`src/rtl/pending_tracker_pkg.sv`:
```
// Shared types and helpers for the four-channel pending request tracker.
package pending_tracker_pkg;

  localparam int NUM_CH      = 4;
  localparam int IDX_W       = 2;
  localparam int DEF_COUNT_W = 3;

  typedef logic [DEF_COUNT_W-1:0] count_t;

  // Lowest set bit wins, matching the downstream low-priority encoder.
  function automatic logic [IDX_W-1:0] lowest_set(input logic [NUM_CH-1:0] vec);
    logic [IDX_W-1:0] idx;
    idx = '0;
    for (int i = NUM_CH - 1; i >= 0; i--) begin
      if (vec[i]) idx = IDX_W'(i);
    end
    return idx;
  endfunction

endpackage

```
`src/rtl/pending_request_tracker_4_channel_event_counter.sv`:
```
// One request channel: event detection plus a saturating pending-event counter.
module channel_event_counter
  import pending_tracker_pkg::*;
#(
  parameter int COUNT_W   = DEF_COUNT_W,
  parameter bit EDGE_MODE = 1'b1
) (
  input  logic clk_i,
  input  logic rst_n_i,
  input  logic req_i,
  input  logic sel_i,
  output logic pending_o,
  output logic lost_o
);

  localparam logic [COUNT_W-1:0] CNT_MAX = '1;

  logic               req_q;
  logic [COUNT_W-1:0] count_q;
  logic [COUNT_W-1:0] count_d;
  logic               evt;

  always_comb begin
    evt     = EDGE_MODE ? (req_i & ~req_q) : req_i;
    count_d = count_q;
    lost_o  = 1'b0;
    // A simultaneous event and accept cancel out before saturation is considered.
    if (evt && sel_i) begin
      count_d = count_q;
    end else if (evt && (count_q == CNT_MAX)) begin
      lost_o  = 1'b1;
    end else if (evt) begin
      count_d = count_q + 1'b1;
    end else if (sel_i) begin
      count_d = count_q - 1'b1;
    end
  end

  always_ff @(posedge clk_i) begin
    if (!rst_n_i) begin
      req_q   <= 1'b0;
      count_q <= '0;
    end else begin
      req_q   <= req_i;
      count_q <= count_d;
    end
  end

  assign pending_o = |count_q;

endmodule

```
`src/rtl/pending_request_tracker_4.sv`:
```
// Captures events on four request lines and presents the lowest pending channel
// through a valid/index/ack interface; pending flags feed the priority encoder.
module pending_request_tracker_4
  import pending_tracker_pkg::*;
#(
  parameter int COUNT_W   = DEF_COUNT_W,
  parameter bit EDGE_MODE = 1'b1
) (
  input  logic             Clock_In,
  input  logic             Reset_N_In,
  input  logic             Req_0_In,
  input  logic             Req_1_In,
  input  logic             Req_2_In,
  input  logic             Req_3_In,
  input  logic             Ack_In,
  input  logic             Clear_Overflow_In,
  output logic             Pending_0_Out,
  output logic             Pending_1_Out,
  output logic             Pending_2_Out,
  output logic             Pending_3_Out,
  output logic             Valid_Out,
  output logic [IDX_W-1:0] Index_Out,
  output logic             Overflow_Out
);

  logic [NUM_CH-1:0] req_w;
  logic [NUM_CH-1:0] sel_w;
  logic [NUM_CH-1:0] pend_w;
  logic [NUM_CH-1:0] lost_w;
  logic              acc;
  logic              ovf_q;
  logic              ovf_d;

  assign req_w = {Req_3_In, Req_2_In, Req_1_In, Req_0_In};

  for (genvar ch = 0; ch < NUM_CH; ch++) begin : g_ch
    channel_event_counter #(
      .COUNT_W   (COUNT_W),
      .EDGE_MODE (EDGE_MODE)
    ) u_cnt (
      .clk_i     (Clock_In),
      .rst_n_i   (Reset_N_In),
      .req_i     (req_w[ch]),
      .sel_i     (sel_w[ch]),
      .pending_o (pend_w[ch]),
      .lost_o    (lost_w[ch])
    );
  end

  // Outputs decode only registered counts, so Req/Ack never reach them combinationally.
  always_comb begin
    Valid_Out = |pend_w;
    Index_Out = Valid_Out ? lowest_set(pend_w) : '0;
    acc       = Valid_Out & Ack_In;
    sel_w     = '0;
    for (int i = 0; i < NUM_CH; i++) begin
      sel_w[i] = acc & (Index_Out == IDX_W'(i));
    end
  end

  assign Pending_0_Out = pend_w[0];
  assign Pending_1_Out = pend_w[1];
  assign Pending_2_Out = pend_w[2];
  assign Pending_3_Out = pend_w[3];

  // A loss in the same cycle as a clear keeps the flag set.
  assign ovf_d = (|lost_w) | (ovf_q & ~Clear_Overflow_In);

  always_ff @(posedge Clock_In) begin
    if (!Reset_N_In) begin
      ovf_q <= 1'b0;
    end else begin
      ovf_q <= ovf_d;
    end
  end

  assign Overflow_Out = ovf_q;

endmodule

```
`config.mk`:
```
export PLATFORM = sky130hd
export DESIGN_NAME = pending_request_tracker_4
export DESIGN_NICKNAME = d
export VERILOG_FILES = /design/src/rtl/pending_tracker_pkg.sv /design/src/rtl/pending_request_tracker_4_channel_event_counter.sv /design/src/rtl/pending_request_tracker_4.sv
export SDC_FILE = /design/constraint.sdc
export NUM_CORES = 1
export LEC_CHECK = 0
export BUFFER_PORTS_ARGS = -buffer_cell sky130_fd_sc_hd__buf_4
export CAP_MARGIN = 20
export CORE_MARGIN = 1
export CORE_UTILIZATION = 50
export CTS_CLUSTER_DIAMETER = 120
export DETAILED_ROUTE_END_ITERATION = 8
export GPL_ROUTABILITY_DRIVEN = 0
export HOLD_SLACK_MARGIN = 0.1
export MAX_ROUTING_LAYER = met4
export PLACE_DENSITY = 0.71
export SYNTH_ARGS = -nofsm -noshare
export SYNTH_HDL_FRONTEND = slang
export SYNTH_SLANG_ARGS = --single-unit
export TNS_END_PERCENT = 10
```
`constraint.sdc`:
```
create_clock -name Clock_In -period 2.8 [get_ports Clock_In]
set_clock_uncertainty 0.2 [all_clocks]
set_input_delay 0.56 -clock Clock_In [delete_from_list [all_inputs] [get_ports Clock_In]]
set_output_delay 0.56 -clock Clock_In [all_outputs]
set_load 0.01 [all_outputs]
```
# ---- Word-level counts from Yosys, hierarchy flattened
# Cells that the tools add are included.
dict set report op_classes {
  bitwise 24
  eq_ne 7
  n_addsub 8
  n_mux 21
  n_reduce_logical 23
}
# operator count
set ops {}
lappend ops {{$mux W3} 8}
lappend ops {{$not A1 Y1} 13}
lappend ops {{$add A3 B1 Y3 const B} 4}
lappend ops {{$eq A3 B3 Y1 const B} 4}
lappend ops {{$reduce_and A3 Y1} 4}
lappend ops {{$reduce_or A12 Y1} 1}
lappend ops {{$reduce_or A3 Y1} 4}
lappend ops {{$sub A3 B1 Y3 const B} 4}
lappend ops {{$and A1 B1 Y1} 10}
lappend ops {{$mux W2} 5}
lappend ops {{$logic_and A1 B1 Y1} 8}
lappend ops {{$mux W1} 8}
lappend ops {{$reduce_bool A2 Y1} 4}
lappend ops {{$eq A2 B2 Y1 const B} 2}
lappend ops {{$reduce_or A4 Y1} 1}
lappend ops {{$eq A2 B1 Y1 const B} 1}
lappend ops {{$logic_not A2 Y1} 1}
lappend ops {{$or A1 B1 Y1} 1}
dict set report totals {
  register_bits 17
  inputBits 8
  out_inout_bits 8
  word_cells 92
}

# ---- Logic depth before layout (Yosys ltp)
# Gate-level depths: netlist (run 1).
dict set report logic_depth {
  word_depth 12
  mapped_depth 7
}

# ---- By module
# Synthesis (run 1) repeated with hierarchy kept, for this count alone.
dict set report unflattened {
  hier_cells 111
  area_unflattened_um2 1002.2
}
# mod area_per_inst_um2 n_inst cells_each seq_area_each_um2
set modules_own_cells {}
lappend modules_own_cells {channel_event_counter 224.0 4 24 80.1}
lappend modules_own_cells {pending_request_tracker_4 106.4 1 15 20.0}

# ---- Least setup slack after synthesis (run 1)
# Ideal clock, no wire load.
dict set report synth_timing {
  path_type {in2reg}
  start {input Req_1_In}
  end {register g_ch[1].u_cnt.count_q[2]}
  path_slack_ps 557
  cell_stages 6
  arrival_ps 1958
  setup_ps 86
  n_path_buf 0
  path_cell_list {nor2b_1 > inv_1 > fa_1 > nor4_2 > a211oi_1 > a211oi_1}
}
dict set report synth_via {
  elab_chain_cells 4
}
# item line
set synth_rtl {}
lappend synth_rtl {{start: declaration} pending_request_tracker_4.sv:12} ;# input logic Req_1_In,
lappend synth_rtl {{$and A1 B1 Y1 (*)} pending_request_tracker_4_channel_event_counter.sv:24} ;# evt = EDGE_MODE ? (req_i & ~req_q) : req_i;
lappend synth_rtl {{$logic_and A1 B1 Y1 (on tied branches)} {pending_request_tracker_4_channel_event_counter.sv:28, pending_request_tracker_4_channel_event_counter.sv:30}}
lappend synth_rtl {{$not A1 Y1 (no source line)} -}
lappend synth_rtl {{$reduce_and A3 Y1 (no source line)} -}
lappend synth_rtl {{end signal: assignment} pending_request_tracker_4_channel_event_counter.sv:45} ;# count_q <= count_d;
lappend synth_rtl {{end: declaration} pending_request_tracker_4_channel_event_counter.sv:19} ;# logic [COUNT_W-1:0] count_q;
# Every way passes the cells marked *; elsewhere a longest branch is shown, timed or not.
# A chain may end at the register's enable or synchronous reset.

# ---- Worst setup path after layout (run 1)
dict set report layout_timing {
  start {register g_ch[0].u_cnt.count_q[0]}
  end {output Valid_Out}
}
dict set report layout_via {
  elab_chain_cells 1
}
# item line
set layout_rtl {}
lappend layout_rtl {{start: declaration} pending_request_tracker_4_channel_event_counter.sv:19}
lappend layout_rtl {{start signal: assignment} pending_request_tracker_4_channel_event_counter.sv:45}
lappend layout_rtl {{$reduce_or A12 Y1} pending_request_tracker_4.sv:52} ;# Valid_Out = |pend_w;
lappend layout_rtl {{end: declaration} pending_request_tracker_4.sv:21} ;# output logic Valid_Out,
# Every way passes these cells.

==> flow_summary.yaml, run 1 <==
setup_path:
  crit_path_start_kind: "flip-flop"
  arrival_ns: 1.87
  crit_type: "flip-flop to output pin"
  cp_cell_sequence: "or3_1 -> nand2b_1 -> or3_2 -> buf_4"
  cpPeakStageDelay_ns: 0.46
  worstPathMaxFanout: 4
  crit_slowest_cell: "or3_1"
  crit_required_ns: 2.04
  crit_path_end_kind: "output pin"
detailed_routing:
  remaining_drc_errors: 0
  drt_pre_antenna_iters: 4
  wirelength_um: 2526
  drt-initial-drc-count: 26
  ant_nets: 0
  wl_per_cell_um: 13.73
  vias_per_cell: 5.848
  vias: 1076
synth:
  synth_xor_area_share_pct: 1.452
  synth_top_family_by_area: "simple AND/OR/NAND/NOR gates"
  ys_seq_area_share_pct: 28.22
  synth_edf_count: 0
  netlist_instances: 141
  synth_warnings: 0
  muxShareOfSynthArea_pct: 4.564
  async_flop_share_pct: 0
  synth-main-ff-cell: "dfxtp_1"
  synth_compound_area_share_pct: 22.72
  synthAdderAreaFrac_pct: 6.639
  synth-simple-area-share_pct: 29.98
  synth_area_per_cell_sq_um: 8.554
  ys_seq_elements: 17
  synth_nets: 153
  synth.distinct_cells: 46
  synth.cell_area_sq_mm: 0.001206
clock_network:
  cts_tree: "done"
  cts_setup_buffers: 0
  clockBufferDepth: 2
  htree_levels: 1
  worstSkewPairLatency_ns: 0.29
  clock_sinks: 17
  cts_resized: 0
  cts-root-buf: "clkbuf_4"
  hold_buffers: 0
  cts_buffers: 3
  path_clk_slew_ns: 0.10
die:
  io_pins: 16
  row_count: 17
  fp.dieH_um: 51.12
  die_area_sq_mm: 0.002613
  die_x_um: 51.12
  start_util_pct: 54.01
  core-area_sq_mm: 0.002233
grt:
  antenna_found_initial: 0
  track_usage_pct: 22.91
  grt.overflow.total: 0
  grt_max_degree: 19
  grt_pass1_wl_um: 4381
  grt_pass1_vias: 993
outcome:
  outcome: "finished, final reports clean"
sta:
  whs_ns: 0.2727
  rsz0062_at_grt: "false"
  slew_violations: 0
  max_slew.worst_pin.slew_ns: 0.4272
  finalCriticalPeriod_ns: 2.626
  timing.fmax_mhz: 380.8
  fin_setup_tns_ns: 0
  hold_viol: 0
  min_period_over_period_pct: 93.78
  maxSlewHeadroom_pct: 71.33
  final-setup-viol-count: 0
pwr:
  irDropWorstVdd_mv: 0.3561
  p_per_area_mw_per_mm2: 700.2
  p_leak_uw: 0.0005734
cells_and_area:
  nNetsFinal: 169
  drive_above_1_share_pct: 20.51
  area_growth_pct: 13.28
  diodes: 0
place:
  hpwl_um: 1888
  portBuffers: 15
hold_path:
  min_path_type: "input pin to flip-flop"
job:
  max-cap-violations: 0
==> critical path, delay by kind of cell (launching register included) <==
kind / cells / cell delay, ns
buf+inv: 1 / 0.15
flops: 1 / 0.32
simple gates: 3 / 1.11
==> registers in the layout, indices dropped and copies added, names as in the netlist <==
register            count
Overflow_Out            1
g_ch.u_cnt.count_q     12
g_ch.u_cnt.req_q        4
==> report_power, final <==
group,internal [uW],switching [uW]
sequential,283,44.6
clock,55.3,79.2
combinational,231,263
==> cell usage after synthesis (all sizes together) (2+ instances only) <==
cell    instances  share of area [%]
dfxtp          17                 28
nand2           9                2.8
clkbuf          4                1.2
buf             5                3.0
nor3b           2                1.2
and4            2                1.5
o311a           2                1.7
or3             3                1.7
mux2i           4                3.3
fa              4                6.6
and3            4                2.1
o21ai          10                4.1
a31oi           2                1.0
a311oi          2                1.5
a21oi           5                2.1
a211o           2                1.5
and2            8                4.3
a31o            2                1.5
nor2            8                2.5
inv             7                2.2
nor2b           5                2.6
a211oi          3                1.9
a32o            2                1.7
nand2b          4                2.1
nor3            5                2.5
xnor2           2                1.5
nand3           5                2.1
==> layout by cell type, fill, tap and decap left out, types with 2 or more instances in the layout <==
| master | count |
|---|---|
| and2_1 | 6 |
| xnor2_1 | 2 |
| nor3_1 | 4 |
| a32o_1 | 2 |
| inv_1 | 7 |
| nor2_1 | 8 |
| o21ai_0 | 10 |
| nor3b_1 | 2 |
| and4_1 | 2 |
| nand2_1 | 9 |
| a311oi_1 | 2 |
| or3_1 | 2 |
| o311a_1 | 2 |
| clkbuf_4 | 3 |
| a211oi_1 | 3 |
| a31oi_1 | 2 |
| a21oi_1 | 5 |
| fa_1 | 4 |
| a31o_2 | 2 |
| mux2i_1 | 4 |
| and3_1 | 4 |
| buf_4 | 20 |
| nor2b_1 | 5 |
| dfxtp_1 | 17 |
| a211o_1 | 2 |
| nand3_1 | 5 |
| nand2b_1 | 4 |
==> path summary, 6_finish.rpt <==
path / depth (start not counted) / from / slack (ns) / endpoint
worst min-delay path: 2 / Req_0_In / 0.27 / g_ch[0].u_cnt.req_q
worst max register to register: 6 / g_ch[1].u_cnt.req_q / 0.64 / g_ch[1].u_cnt.count_q[2]
worst min register to register: 2 / g_ch[2].u_cnt.count_q[2] / 0.30 / g_ch[2].u_cnt.count_q[2]
worst max-delay path: 4 / g_ch[0].u_cnt.count_q[0] / 0.17 / Valid_Out
==> area by class of cell <==
class,count,area (sq um)
fillers,205,867.1
multi-input cells,108,788.3
flip-flops and latches,17,340.3
repair buffers,20,150.1
well taps,28,35.03
clock buffers,4,26.28
inverters,7,26.28
==> logic make-up (layout without fill, tap and decap cells) <==
family                     after synthesis  in the layout
buffers and inverters                   16             31
DFF                                     17             17
xor gates and xnor gates                 2              2
AOI/OAI and AO/OA                       38             38
adders and majority gates                4              4
and+or+nand+nor                         59             59
muxes                                    5              5
==> per-stage QoR <==
stage | power, uW | instance area [sq um] | setup slack [ns] | utilization [%] | std cells
detailed placement | 825.4 | 1340 | 0.2703 | 60.00 | 180
global placement | 811.8 | 1340 | 0.3967 | 60.00 | 180
finish | 956.7 | 1366 | 0.1741 | 61.18 | 184
CTS | 964.8 | 1366 | 0.1489 | 61.18 | 184
global route | 1039 | 1366 | 0.1054 | 61.18 | 184
floorplan | 665.2 | 1206 | 0.5566 | - | 141
==> metal layers <==
metal	GRT usage [%]	share of wire, %
met1	30.22	49
met5	-	0
met2	34.87	48
met4	10.19	0.67
met3	2.976	2.2
Power figures use the tool's default switching activity.
==> run 2: changes to the inputs <==
Settings changed: PLACE_DENSITY 0.71 to 0.72, SYNTH_HIERARCHICAL from default to 1.
==> flow_summary.yaml, run 2 <==
cells_and_area:
  drive_above_1_share_pct: 26.15
  nNetsFinal: 143
  finalNonFillerCells: 155
  area_growth_pct: 16.98
  largest_register_ffs: 12
  regMostFlops: "g_ch.u_cnt/count_q"
  diodes: 0
  mostFrequentLayoutCells: "dfxtp_1, buf_4, inv_1, a21oi_1, nor2_1"
  final_common_cell: "dfxtp_1"
synth:
  netlist_instances: 111
  async_flop_share_pct: 0
  ys_seq_elements: 17
  synth_nets: 123
  ys_seq_area_share_pct: 33.96
  ys_top_cells_by_area: "dfxtp_1, o31ai_1, nand2b_4, ha_1, a21oi_1"
  synth_edf_count: 0
  synth_warnings: 6
  synth.cell_area_sq_mm: 0.001002
  yosysTopAreaCellShare_pct: 33.96
  synth-main-ff-cell: "dfxtp_1"
  synth_top_area_cell: "dfxtp_1"
  synth.distinct_cells: 26
  synth_common_cells: "dfxtp_1, a21oi_1, inv_1, nor2_1, o31ai_1"
  synth_area_per_cell_sq_um: 9.029
  yosysMostFrequentCell: "dfxtp_1"
detailed_routing:
  drt-initial-drc-count: 19
  drt_pre_antenna_iters: 4
  ant_nets: 0
  vias_per_cell: 5.632
  wirelength_um: 2005
  vias: 873
  wl_per_cell_um: 12.94
  remaining_drc_errors: 0
pwr:
  clock_power_share_pct: 17.7
  p_per_area_mw_per_mm2: 646.6
  p_sw_uw: 274.7
  swShare_pct: 36.24
  irDropWorstVdd_mv: 0.3614
  power_frac_seq_pct: 40.9
  p_int_uw: 483.3
  comb_power_share_pct: 41.5
  p_leak_uw: 0.0005399
setup_path:
  rr_worst_depth: 5
  cp-endpoint: "Valid_Out"
  crit_start: "g_ch[0].u_cnt/count_q[2]"
  arrival_ns: 1.77
  crit_required_ns: 2.04
  crit_path_end_kind: "output pin"
  worstPathMaxFanout: 8
  crit_path_start_kind: "flip-flop"
  worstReg2RegStart: "g_ch[0].u_cnt/count_q[2]"
  rr_endpoint: "g_ch[2].u_cnt/count_q[2]"
  crit_type: "flip-flop to output pin"
  reg2reg_slack_ns: 0.52
place:
  portBuffers: 15
  pre_cts_ws_ns: 0.5663
  hpwl_um: 1507
  dp_cells: 151
hold_path:
  hp-start: "Overflow_Out"
  min_path_type: "flip-flop to flip-flop"
grt:
  grt_max_degree: 18
  grt_pass1_vias: 748
  antenna_found_initial: 0
  grt_pass1_wl_um: 3201
  grt.overflow.total: 0
  track_usage_pct: 21.33
sta:
  maxSlewHeadroom_pct: 68.97
  min_period_over_period_pct: 90.33
  finalCriticalPeriod_ns: 2.529
  fin_setup_tns_ns: 0
  final-setup-viol-count: 0
  slew_violations: 0
  rsz0062_at_grt: "false"
  layout_setup_ws_ns: 0.2707
  hold_viol: 0
  max_slew.worst_pin.slew_ns: 0.4592
  timing.fmax_mhz: 395.4
clock_network:
  worstSkewPairLatency_ns: 0.29
  clock_sinks: 17
  cts_setup_buffers: 0
  cts_tree: "done"
  cts-root-buf: "clkbuf_4"
  cts_buffers: 3
  clockBufferDepth: 2
  hold_buffers: 0
  htree_levels: 1
  cts_resized: 0
  path_clk_slew_ns: 0.10
die:
  die_x_um: 46.77
  row_count: 15
  die_area_sq_mm: 0.002187
  core-area_sq_mm: 0.001802
  start_util_pct: 55.62
  io_pins: 16
  fp.dieH_um: 46.77
job:
  max-cap-violations: 0
outcome:
  outcome: "finished, final reports clean"
## run 2: changes by cell type in the layout (fill, tap and decap cells not counted), sizes merged, moves of 5 or more
cell | previous run | this run
o21ai | 10 | 0
nand2 | 9 | 1
o31ai | 1 | 8
buf | 20 | 15
nor2b | 5 | 0
## run 2: worst min path at each step
stage / to / slack, ns / cells after the start
CTS: g_ch[0].u_cnt/req_q / 0.30 / 2
global route: g_ch[1].u_cnt/req_q / 0.30 / 2
finish: Overflow_Out / 0.30 / 2
floorplan: g_ch[0].u_cnt/count_q[2] / 0.26 / 1
global placement: Overflow_Out / 0.27 / 2
detailed placement: g_ch[3].u_cnt/count_q[0] / 0.28 / 1
## run 2: area by class of cell
type | count | area, sq um
Multi-Input combinational cell | 85 | 628.1
Sequential cell | 17 | 340.3
Timing Repair Buffer | 15 | 112.6
Clock buffer | 4 | 26.28
Fill cell | 171 | 629.4
Inverter | 9 | 33.78
Tap cell | 25 | 31.28
## run 2: kinds of logic (layout without fill, tap and decap cells)
group | count (synthesis) | after routing | share of synthesized area, %
AOI/OAI and AO/OA | 30 | 30 | 21.22
xor gates and xnor gates | 4 | 4 | 3.495
adders and majority gates | 4 | 4 | 4.994
buffers and inverters | 9 | 28 | 3.371
DFF | 17 | 17 | 33.96
muxes | 4 | 4 | 4.494
and+or+nand+nor | 43 | 43 | 28.46
## run 2: stage by stage
stage               hold WS, ns  util (%)  cell area [sq um]  total power (uW)
floorplan                0.2582         -               1002             522.5
global placement         0.2701     63.61               1146             618.7
detailed placement       0.2815     63.61               1146             629.4
CTS                      0.3011     65.07               1172             766.1
global route             0.2989     65.07               1172             816.4
finish                   0.3002     65.07               1172             758.0
## run 2: power groups by stage
stage               combinational, uW  clock, uW  sequential, uW
floorplan                         216          0             307
global placement                  306          0             312
detailed placement                315          0             315
CTS                               316        141             309
global route                      353        148             316
finish                            314        134             310
## run 2: per-layer routing
| layer | up-vias | routed length, um | global-route usage, % | share of wire, % |
|---|---|---|---|---|
| met2 | 19 | 1019 | 33.89 | 51 |
| met4 | 0 | 13 | 10.29 | 0.65 |
| met3 | 2 | 74 | 2.308 | 3.7 |
| li1 | 449 | - | - | - |
| met5 | - | 0 | - | 0 |
| met1 | 403 | 897 | 26.89 | 45 |
## run 2: critical path, cell delays in order, from the launching register on
cell and delay, ns:
dfxtp_1 0.34, or3_1 0.49, or4_1 0.49, buf_4 0.16
